$ cat src/rtl/serial_alu_seq_pkg.sv
// serial_alu_seq_pkg: shared opcodes, FSM state encodings and helpers for the bit-serial ALU.
// Revision 1.0
`default_nettype none

package serial_alu_seq_pkg;

   localparam logic [2:0] ALU_ADD  = 3'b000;
   localparam logic [2:0] ALU_SUB  = 3'b001;
   localparam logic [2:0] ALU_NOTA = 3'b010;
   localparam logic [2:0] ALU_NOTB = 3'b011;
   localparam logic [2:0] ALU_OR   = 3'b100;
   localparam logic [2:0] ALU_ORN  = 3'b101;
   localparam logic [2:0] ALU_AND  = 3'b110;
   localparam logic [2:0] ALU_ANDN = 3'b111;

   typedef enum logic [1:0] {
      S_IDLE = 2'b00,
      S_RUN  = 2'b01,
      S_DONE = 2'b10
   } state_e;

   function automatic logic op_is_arith(input logic [2:0] op);
      return (op[2:1] == 2'b00);
   endfunction

endpackage

`default_nettype wire

$ cat src/rtl/serial_alu_seq_if.sv
// serial_alu_seq_if: start/busy/done handshake and operand/result bus (ovf present with SERIAL_ALU_OVF_EN).
// Revision 1.0
`default_nettype none

interface serial_alu_seq_if #(
   parameter int WIDTH = 16
) ();

   logic             start;
   logic [2:0]       op;
   logic [WIDTH-1:0] a;
   logic [WIDTH-1:0] b;
   logic             busy;
   logic             done;
   logic [WIDTH-1:0] result;
   logic             cout;
   logic             zero;
`ifdef SERIAL_ALU_OVF_EN
   logic             ovf;
`endif

   modport master (
      output start, op, a, b,
      input  busy, done, result, cout, zero
`ifdef SERIAL_ALU_OVF_EN
      , input ovf
`endif
   );

   modport slave (
      input  start, op, a, b,
      output busy, done, result, cout, zero
`ifdef SERIAL_ALU_OVF_EN
      , output ovf
`endif
   );

endinterface

`default_nettype wire

$ cat src/rtl/ALUslice.sv
// ALUslice: 1-bit ALU slice; full adder with optional B inversion plus the logic functions.
// Revision 1.0
`default_nettype none

module ALUslice
   import serial_alu_seq_pkg::*;
(
   input  logic [2:0] c,
   input  logic       ai,
   input  logic       bi,
   input  logic       ci,
   output logic       f,
   output logic       co
);

   logic bx;

   // Carry chain always runs on (a, b or ~b) so logic ops still produce a co.
   assign bx = c[0] ? ~bi : bi;
   assign co = (ai & bx) | (ci & (ai ^ bx));

   always_comb begin
      f = 1'b0;
      case (c)
         ALU_ADD,
         ALU_SUB:  f = ai ^ bx ^ ci;
         ALU_NOTA: f = ~ai;
         ALU_NOTB: f = ~bi;
         ALU_OR:   f = ai | bi;
         ALU_ORN:  f = ai | ~bi;
         ALU_AND:  f = ai & bi;
         ALU_ANDN: f = ai & ~bi;
         default:  f = 1'b0;
      endcase
   end

endmodule

`default_nettype wire

$ cat src/rtl/serial_alu_seq.sv
// serial_alu_seq: bit-serial WIDTH-bit ALU sequencing one ALUslice LSB-first; SERIAL_ALU_OVF_EN adds ovf.
// Revision 1.0
`default_nettype none

module serial_alu_seq
   import serial_alu_seq_pkg::*;
#(
   parameter int WIDTH = 16
) (
   input  logic               clk,
   input  logic               rst,
   serial_alu_seq_if.slave    bus
);

   localparam int            CW       = $clog2(WIDTH + 1);
   localparam logic [CW-1:0] LAST_BIT = CW'(WIDTH - 1);

   state_e           state_q, state_d;
   logic [WIDTH-1:0] a_sh_q, b_sh_q, res_sh_q, res_sh_d, result_q;
   logic [2:0]       op_q;
   logic [CW-1:0]    cnt_q;
   logic             carry_q, cout_q, zero_q;
   logic             slice_f, slice_co;
   logic             accept, last_bit;

   ALUslice u_slice (
      .c  (op_q),
      .ai (a_sh_q[0]),
      .bi (b_sh_q[0]),
      .ci (carry_q),
      .f  (slice_f),
      .co (slice_co)
   );

   always_ff @(posedge clk or posedge rst) begin
      if (rst) state_q <= S_IDLE;
      else     state_q <= state_d;
   end

   always_comb begin
      state_d  = state_q;
      accept   = 1'b0;
      last_bit = 1'b0;
      res_sh_d = {slice_f, res_sh_q[WIDTH-1:1]};
      case (state_q)
         S_IDLE: begin
            if (bus.start) begin
               accept  = 1'b1;
               state_d = S_RUN;
            end
         end
         S_RUN: begin
            if (cnt_q == LAST_BIT) begin
               last_bit = 1'b1;
               state_d  = S_DONE;
            end
         end
         S_DONE:  state_d = S_IDLE;
         default: state_d = S_IDLE;
      endcase
   end

   always_ff @(posedge clk or posedge rst) begin
      if (rst) begin
         a_sh_q   <= '0;
         b_sh_q   <= '0;
         res_sh_q <= '0;
         op_q     <= '0;
         cnt_q    <= '0;
         carry_q  <= 1'b0;
         result_q <= '0;
         cout_q   <= 1'b0;
         zero_q   <= 1'b0;
      end else if (accept) begin
         a_sh_q   <= bus.a;
         b_sh_q   <= bus.b;
         op_q     <= bus.op;
         cnt_q    <= '0;
         res_sh_q <= '0;
         // Subtract is a + ~b + 1: the +1 enters as the initial carry.
         carry_q  <= (bus.op == ALU_SUB);
      end else if (state_q == S_RUN) begin
         a_sh_q   <= {1'b0, a_sh_q[WIDTH-1:1]};
         b_sh_q   <= {1'b0, b_sh_q[WIDTH-1:1]};
         res_sh_q <= res_sh_d;
         carry_q  <= slice_co;
         cnt_q    <= cnt_q + CW'(1);
         if (last_bit) begin
            result_q <= res_sh_d;
            cout_q   <= op_is_arith(op_q) ? slice_co : 1'b0;
            zero_q   <= (res_sh_d == '0);
         end
      end
   end

`ifdef SERIAL_ALU_OVF_EN
   logic ovf_q;

   // Signed overflow: carry into the MSB differs from carry out of it.
   always_ff @(posedge clk or posedge rst) begin
      if (rst)                            ovf_q <= 1'b0;
      else if (state_q == S_RUN && last_bit) ovf_q <= op_is_arith(op_q) ? (carry_q ^ slice_co) : 1'b0;
   end

   assign bus.ovf = ovf_q;
`endif

   assign bus.busy   = (state_q == S_RUN);
   assign bus.done   = (state_q == S_DONE);
   assign bus.result = result_q;
   assign bus.cout   = cout_q;
   assign bus.zero   = zero_q;

endmodule

`default_nettype wire

$ cat src/flat_wrapper.sv
// flat-port wrapper written by rule: the top's interface ports become plain ports
module serial_alu_seq_flat import serial_alu_seq_pkg::*;
#(
   parameter int WIDTH = 16
)
  (clk, rst, bus_start, bus_op, bus_a, bus_b, bus_busy, bus_done, bus_result, bus_cout, bus_zero);
  serial_alu_seq_if #(.WIDTH(WIDTH)) bus_i ();
  input  logic clk;
  input  logic rst;
  input wire logic [$bits(bus_i.start)-1:0] bus_start;
  input wire logic [$bits(bus_i.op)-1:0] bus_op;
  input wire logic [$bits(bus_i.a)-1:0] bus_a;
  input wire logic [$bits(bus_i.b)-1:0] bus_b;
  output wire logic [$bits(bus_i.busy)-1:0] bus_busy;
  output wire logic [$bits(bus_i.done)-1:0] bus_done;
  output wire logic [$bits(bus_i.result)-1:0] bus_result;
  output wire logic [$bits(bus_i.cout)-1:0] bus_cout;
  output wire logic [$bits(bus_i.zero)-1:0] bus_zero;
  assign bus_i.start = bus_start;
  assign bus_i.op = bus_op;
  assign bus_i.a = bus_a;
  assign bus_i.b = bus_b;
  assign bus_busy = bus_i.busy;
  assign bus_done = bus_i.done;
  assign bus_result = bus_i.result;
  assign bus_cout = bus_i.cout;
  assign bus_zero = bus_i.zero;
  serial_alu_seq #(.WIDTH(WIDTH)) u_core (.clk(clk), .rst(rst), .bus(bus_i));
endmodule
$ cat config.mk
export PLATFORM = sky130hd
export DESIGN_NAME = serial_alu_seq_flat
export DESIGN_NICKNAME = d
export VERILOG_FILES = /design/src/rtl/serial_alu_seq_pkg.sv /design/src/rtl/serial_alu_seq_if.sv /design/src/rtl/ALUslice.sv /design/src/rtl/serial_alu_seq.sv /design/src/flat_wrapper.sv
export SDC_FILE = /design/constraint.sdc
export NUM_CORES = 1
export LEC_CHECK = 0
export CAP_MARGIN = 40
export CORE_MARGIN = 4
export CORE_UTILIZATION = 30
export CTS_BUF_LIST = sky130_fd_sc_hd__clkbuf_2 sky130_fd_sc_hd__clkbuf_4 sky130_fd_sc_hd__clkbuf_8
export CTS_CLUSTER_DIAMETER = 30
export DETAILED_ROUTE_END_ITERATION = 16
export HOLD_SLACK_MARGIN = 0.12
export PLACE_DENSITY = 0.59
export SLEW_MARGIN = 20
export SYNTH_ARGS = -nofsm -noshare
export SYNTH_HDL_FRONTEND = slang
export SYNTH_SLANG_ARGS = --single-unit
$ cat constraint.sdc
create_clock -name clk -period 3 [get_ports clk]
set_input_delay 0.6 -clock clk [delete_from_list [all_inputs] [get_ports clk]]
set_output_delay 0.6 -clock clk [all_outputs]
set_load 0.01 [all_outputs]
* Yosys cells after proc, flatten, opt, wreduce, memory -nomap -nowiden
Index checks and enable logic that the tools add are counted.
Word-level totals: flip-flop bits (word level) 77, input bits 38, output and inout port bits 20, word-level logic and storage cells 64
Cells by class: add/subtract/negate cells 1, eq/ne operators 13, mux-type cells 20, bitwise operators 12, reduce and logical (&&, ||, !) cells 8
Operators by type and width (count):
- $mux W16 | 6
- $logic_not A16 Y1 | 1
- $eq A3 B3 Y1 const B | 4
- $mux W5 | 2
- $mux W1 | 8
- $pmux W1 S7 | 1
- $eq A3 B1 Y1 const B | 2
- $eq A3 B2 Y1 const B | 2
- $add A5 B1 Y5 const B | 1
- $eq A5 B4 Y1 const B | 1
- $and A1 B1 Y1 | 4
- $logic_not A2 Y1 | 2
- $mux W2 | 2
- $pmux W2 S2 | 1
- $logic_not A3 Y1 | 1
- $not A1 Y1 | 3
- $or A1 B1 Y1 | 3
- $reduce_and A3 Y1 | 1
- $eq A2 B1 Y1 const B | 1
- $eq A2 B2 Y1 const B | 1
- $ne A2 B1 Y1 const B | 1
- $ne A2 B2 Y1 const B | 1
- $reduce_and A2 Y1 | 1
- $reduce_bool A2 Y1 | 1
- other kinds (2) | 3

* Longest topological paths before layout
word-level depth 7, gate-level depth with buffers 7, gate-level depth less buffers 7

* Hierarchy
Synthesis repeated with hierarchy kept, for this count alone.
Second synthesis, totals: cells, all modules 312, area, all modules 3459.6 um^2
Modules (own cells, without submodules):
- serial_alu_seq | times used 1, cells each 298, area each 3364.5 um^2, sequential area each 1901.8 um^2
- ALUslice | times used 1, cells each 14, area each 95.1 um^2, sequential area each 0.0 um^2

* Least setup slack after synthesis
OpenSTA, ideal clock, no wires.
kind register to register, from reg u_core.op_q[0], to reg u_core.zero_q (netlist: u_core.bus.zero), setup time 121 ps, data arrival time 1627 ps, required time 2879 ps, path slack 1252 ps, cell stages (with the launch flop) 7, buffers on the path 0, clock period less this slack 1748 ps, path through dfrtp_1 xnor2_1 inv_1 fa_1 nor3_1 a221o_1 a22o_1
Between the ends: cells in the longest elaborated chain, start to end 5, elaborated cells on any way between the ends 14, those cells by class eq/ne: 7; mux: 2; bitwise: 2; reduce/logical: 3
RTL lines:
- start: declaration | line serial_alu_seq.sv:20 | logic [2:0] op_q;
- start signal: assignment | line serial_alu_seq.sv:77 | op_q <= bus.op;
- $mux W1 | line ALUslice.sv:19 | assign bx = c[0] ? ~bi : bi;
- $xor A1 B1 Y1 (2 in series) | line ALUslice.sv:26 | ALU_SUB: f = ai ^ bx ^ ci;
- $pmux W1 S7 * | line ALUslice.sv:24 | case (c)
- $logic_not A16 Y1 * | line serial_alu_seq.sv:91 | zero_q <= (res_sh_d == '0);
- end signal: assignment | line serial_alu_seq.sv:91
- end: declaration | line serial_alu_seq.sv:22 | logic carry_q, cout_q, zero_q;
Mark *: on every way between the ends. The rest lies on a longest branch, timed or not. A chain may end at the register's enable or synchronous reset.

* Final worst setup path
from reg u_core.state_q[1], to out bus_busy
Between the ends: cells in the longest elaborated chain, start to end 1
RTL lines:
- start: declaration | line serial_alu_seq.sv:18 | state_e state_q, state_d;
- start signal: assignment | line serial_alu_seq.sv:37 | else state_q <= state_d;
- $eq A2 B1 Y1 | line serial_alu_seq.sv:108 | assign bus.busy = (state_q == S_RUN);
- end: declaration | line flat_wrapper.sv:14 | output wire logic [$bits(bus_i.busy)-1:0] bus_busy;
No other way between the ends.

==> qor.json <==
{
  "area_growth": {"value": 29.1, "unit": "%"},
  "fin_setup_tns": {"value": 0, "unit": "ps"},
  "fmax": {"value": 419, "unit": "MHz"},
  "layout_worst_path_cycle_share": {"value": 0.795},
  "hp-class": {"value": "flop to flop"},
  "post-synth-top-count-cell": {"value": "nand2_1"},
  "io_buffers": {"value": 57},
  "synth.cells.most_frequent": {"value": "nand2_1 (110), dfrtp_1 (76), a22oi_1 (30)"},
  "syn-cell-area": {"value": 0.00318, "unit": "sq mm"},
  "worst_hold_path_startpoint": {"value": "u_core.bus.result[15]"},
  "placementRows": {"value": 37},
  "fraction_of_the_yosys_area_taken_by_sequential_cells": {"value": 0.597},
  "net_count_of_the_finished_layout": {"value": 408},
  "resized_gates_after_cts": {"value": 0},
  "routed_wirelength": {"value": 6860, "unit": "microns"},
  "report.final.setup_viol": {"value": 0},
  "layout-drive-gt1-share": {"value": 0.116},
  "dominantRegCellSynth": {"value": "dfrtp_1"},
  "io_pins": {"value": 58},
  "dieArea": {"value": 0.0123, "unit": "sq mm"},
  "critical_path_cell_count": {"value": 3},
  "yosysTopAreaCellShare": {"value": 0.597},
  "critical_path.endpoint_type": {"value": "primary output"},
  "wl_per_cell": {"value": 13.5, "unit": "microns"},
  "gp_congestion": {"value": 0.744},
  "static_leakage": {"value": 1.83, "unit": "nW"},
  "initial_antenna_violation_count": {"value": 0},
  "cp_top_family": {"value": "buffers and inverters"},
  "clock_sink_count": {"value": 76},
  "data_arrival_time_at_the_worst_slack_endpoint": {"value": 1790, "unit": "ps"},
  "synth_xor_area_frac": {"value": 0.00275},
  "detailedPlacementHpwl": {"value": 4470, "unit": "microns"},
  "final_max_slew_viol_count": {"value": 0},
  "skew": {"value": 11.6, "unit": "ps"},
  "chipHeight": {"value": 111, "unit": "microns"},
  "fin_total_pwr": {"value": 4.16, "unit": "mW"},
  "cap_viol_max_count": {"value": 0},
  "crit-reg2reg-launch": {"value": "u_core.cnt_q[0]"},
  "crit_chain": {"value": "nand2b_1 > inv_4 > clkdlybuf4s50_1"},
  "numCtsBuffers": {"value": 9},
  "critical_path.max_stage_delay": {"value": 600, "unit": "ps"},
  "final.min_clock_period": {"value": 2390, "unit": "ps"},
  "route.vias.total": {"value": 2385},
  "grt_max_degree": {"value": 55},
  "clock_insertion_delay_worst_skew": {"value": 350, "unit": "ps"},
  "cts_post_setup_buffers_inserted": {"value": 0},
  "synth_compound_area_frac": {"value": 0.122},
  "tritoncts": {"value": "built"},
  "first_global_vias": {"value": 2435},
  "max_slew.worst_pin.slew": {"value": 550, "unit": "ps"},
  "synth-simple-area-share": {"value": 0.175},
  "core-area": {"value": 0.0103, "unit": "sq mm"},
  "grt_first_pass_wirelength": {"value": 11800, "unit": "microns"},
  "synth-seq-cells": {"value": 76},
  "syn_avg_cell_area": {"value": 10.2, "unit": "sq um"},
  "ctsHtreeMaxLevel": {"value": 3},
  "hold_viol_final": {"value": 0},
  "post_cts_hold_buffer_count": {"value": 0},
  "finalWorstSetupSlack": {"value": 614, "unit": "ps"},
  "cp_max_fo": {"value": 21},
  "worst_path_max_delay_cell": {"value": "clkdlybuf4s50_1"},
  "hold-path-cell-count": {"value": 2},
  "crit_buf_inv": {"value": 2},
  "floorplan.initialDensity": {"value": 0.308},
  "synth.area.mux_share": {"value": 0.0562},
  "outcome": {"value": "finished, final reports clean"},
  "clock_tree.buffer_depth": {"value": 2},
  "viasPerCell": {"value": 4.69},
  "antenna_violating_nets_post_route": {"value": 0},
  "worst_rel_slew_slack": {"value": 0.633},
  "crit_required": {"value": 2400, "unit": "ps"},
  "antenna_cells": {"value": 0},
  "timing.critical_path.from_type": {"value": "flop"},
  "grt_util_all_layers": {"value": 0.117},
  "ys_types": {"value": 29},
  "worstSetupStartpoint": {"value": "u_core.state_q[1]"},
  "power_density": {"value": 1010, "unit": "mW/mm^2"},
  "drt_iter0_drc": {"value": 105},
  "rsz0062_at_grt": {"value": "no"},
  "count_of_tritonroute_iterations_in_the_first_routing_pass": {"value": 4},
  "synth_top_cells_by_area": {"value": "dfrtp_1 (60%), nand2_1 (13%), a22oi_1 (7.1%), mux2_2 (5.3%), o21ai_0 (4.2%)"},
  "clk_slew_on_worst_s_h_paths": {"value": 80, "unit": "ps"},
  "grt_overflow": {"value": 0},
  "synthAdderAreaFrac": {"value": 0.0141},
  "place_ws": {"value": 734, "unit": "ps"},
  "synth_async_sr_flop_share": {"value": 1.00},
  "r2r_cells": {"value": 7},
  "worst-setup-path-type": {"value": "flop to primary output"},
  "synthesis.instances": {"value": 312},
  "synthesis.yosys.warnings": {"value": 0},
  "post-synth-top-area-cell": {"value": "dfrtp_1"},
  "drcViolationCount": {"value": 0},
  "overall_die_width": {"value": 111, "unit": "microns"},
  "mappedNetlistNets": {"value": 353},
  "main_combinational_cell_family_by_area_after_synthesis": {"value": "simple AND/OR/NAND/NOR gates"},
  "cts.root.buffer_cell": {"value": "clkbuf_8"},
  "maximum_ir_drop_on_the_vdd_rail": {"value": 0.326, "unit": "mV"},
  "synth_edf_count": {"value": 0}
}
cell families (layout without fill, tap and decap cells):
family          after synthesis  after routing
simple gates                133            133
xor+xnor                      1              1
mux                          16             16
fa+ha+maj                     3              3
flops                        76             76
compound gates               60             60
buf+inv                      23             83
worst reg2reg max path, cell delays in order, from the launching register on:
cell and delay, ps:
dfrtp_1 420, ha_1 230, and3_1 190, ha_1 210, nand2_4 210, inv_1 150
and4_1 180, a22o_1 190
final cells by class:
cell class,instances,area [sq um]
multi-input combinational,213,1190
clock inverter,6,70.1
fill,1022,6210
tap,136,170
sequential,76,1900
clock buffer,10,138
timing repair buffer,62,621
inverter,5,22.5
final timing paths:
path                       slack, ps                     to
min                              480  u_core.bus.result[15]
max reg2reg                     1110        u_core.bus.zero
min reg2reg                      480  u_core.bus.result[15]
max                              610               bus_busy
min in group asynchronous        600      u_core.b_sh_q[13]
max in group asynchronous       1780        u_core.bus.zero
flip-flops by register name, summed over array words and instances (netlist names):
register and cells:
u_core.state_q 2, u_core.a_sh_q 16, u_core.bus.cout 1, u_core.cnt_q 5, u_core.op_q 3, u_core.b_sh_q 16
u_core.bus.result 16, u_core.res_sh_q 15, u_core.carry_q 1, u_core.bus.zero 1
placed cells by master (no fill, tap or decap), types with 4 or more instances in the layout:
cell type          n
buf_4              4
a22oi_1           30
nor2_1             4
dfrtp_1           76
nand2_1          110
nand3_1            4
mux2_2            15
clkbuf_8          10
clkdlybuf4s50_1   57
o21ai_0           27
power breakdown:
group	switching, mW	internal [mW]	total [mW]
Sequential	0.313	1.48	1.79
Combinational	0.812	0.739	1.55
Clock	0.399	0.413	0.812
metrics by stage:
stage / hold slack, ps / instances / util / area [sq um]
after detailed placement: 464 / 492 / 0.378 / 3900
after global placement: 460 / 492 / 0.378 / 3900
after global routing: 495 / 508 / 0.398 / 4110
after floorplan: 446 / 312 / - / 3180
final: 479 / 508 / 0.398 / 4110
after CTS: 485 / 508 / 0.398 / 4110
routing by layer:
layer	part of all wire	track usage	vias up
li1	-	-	1173
met1	0.49	0.160	1152
met2	0.45	0.178	51
met3	0.051	0.0344	9
met4	0.013	0.0389	0
met5	0	0	-
Note: power is estimated with default switching activity, not from simulation.
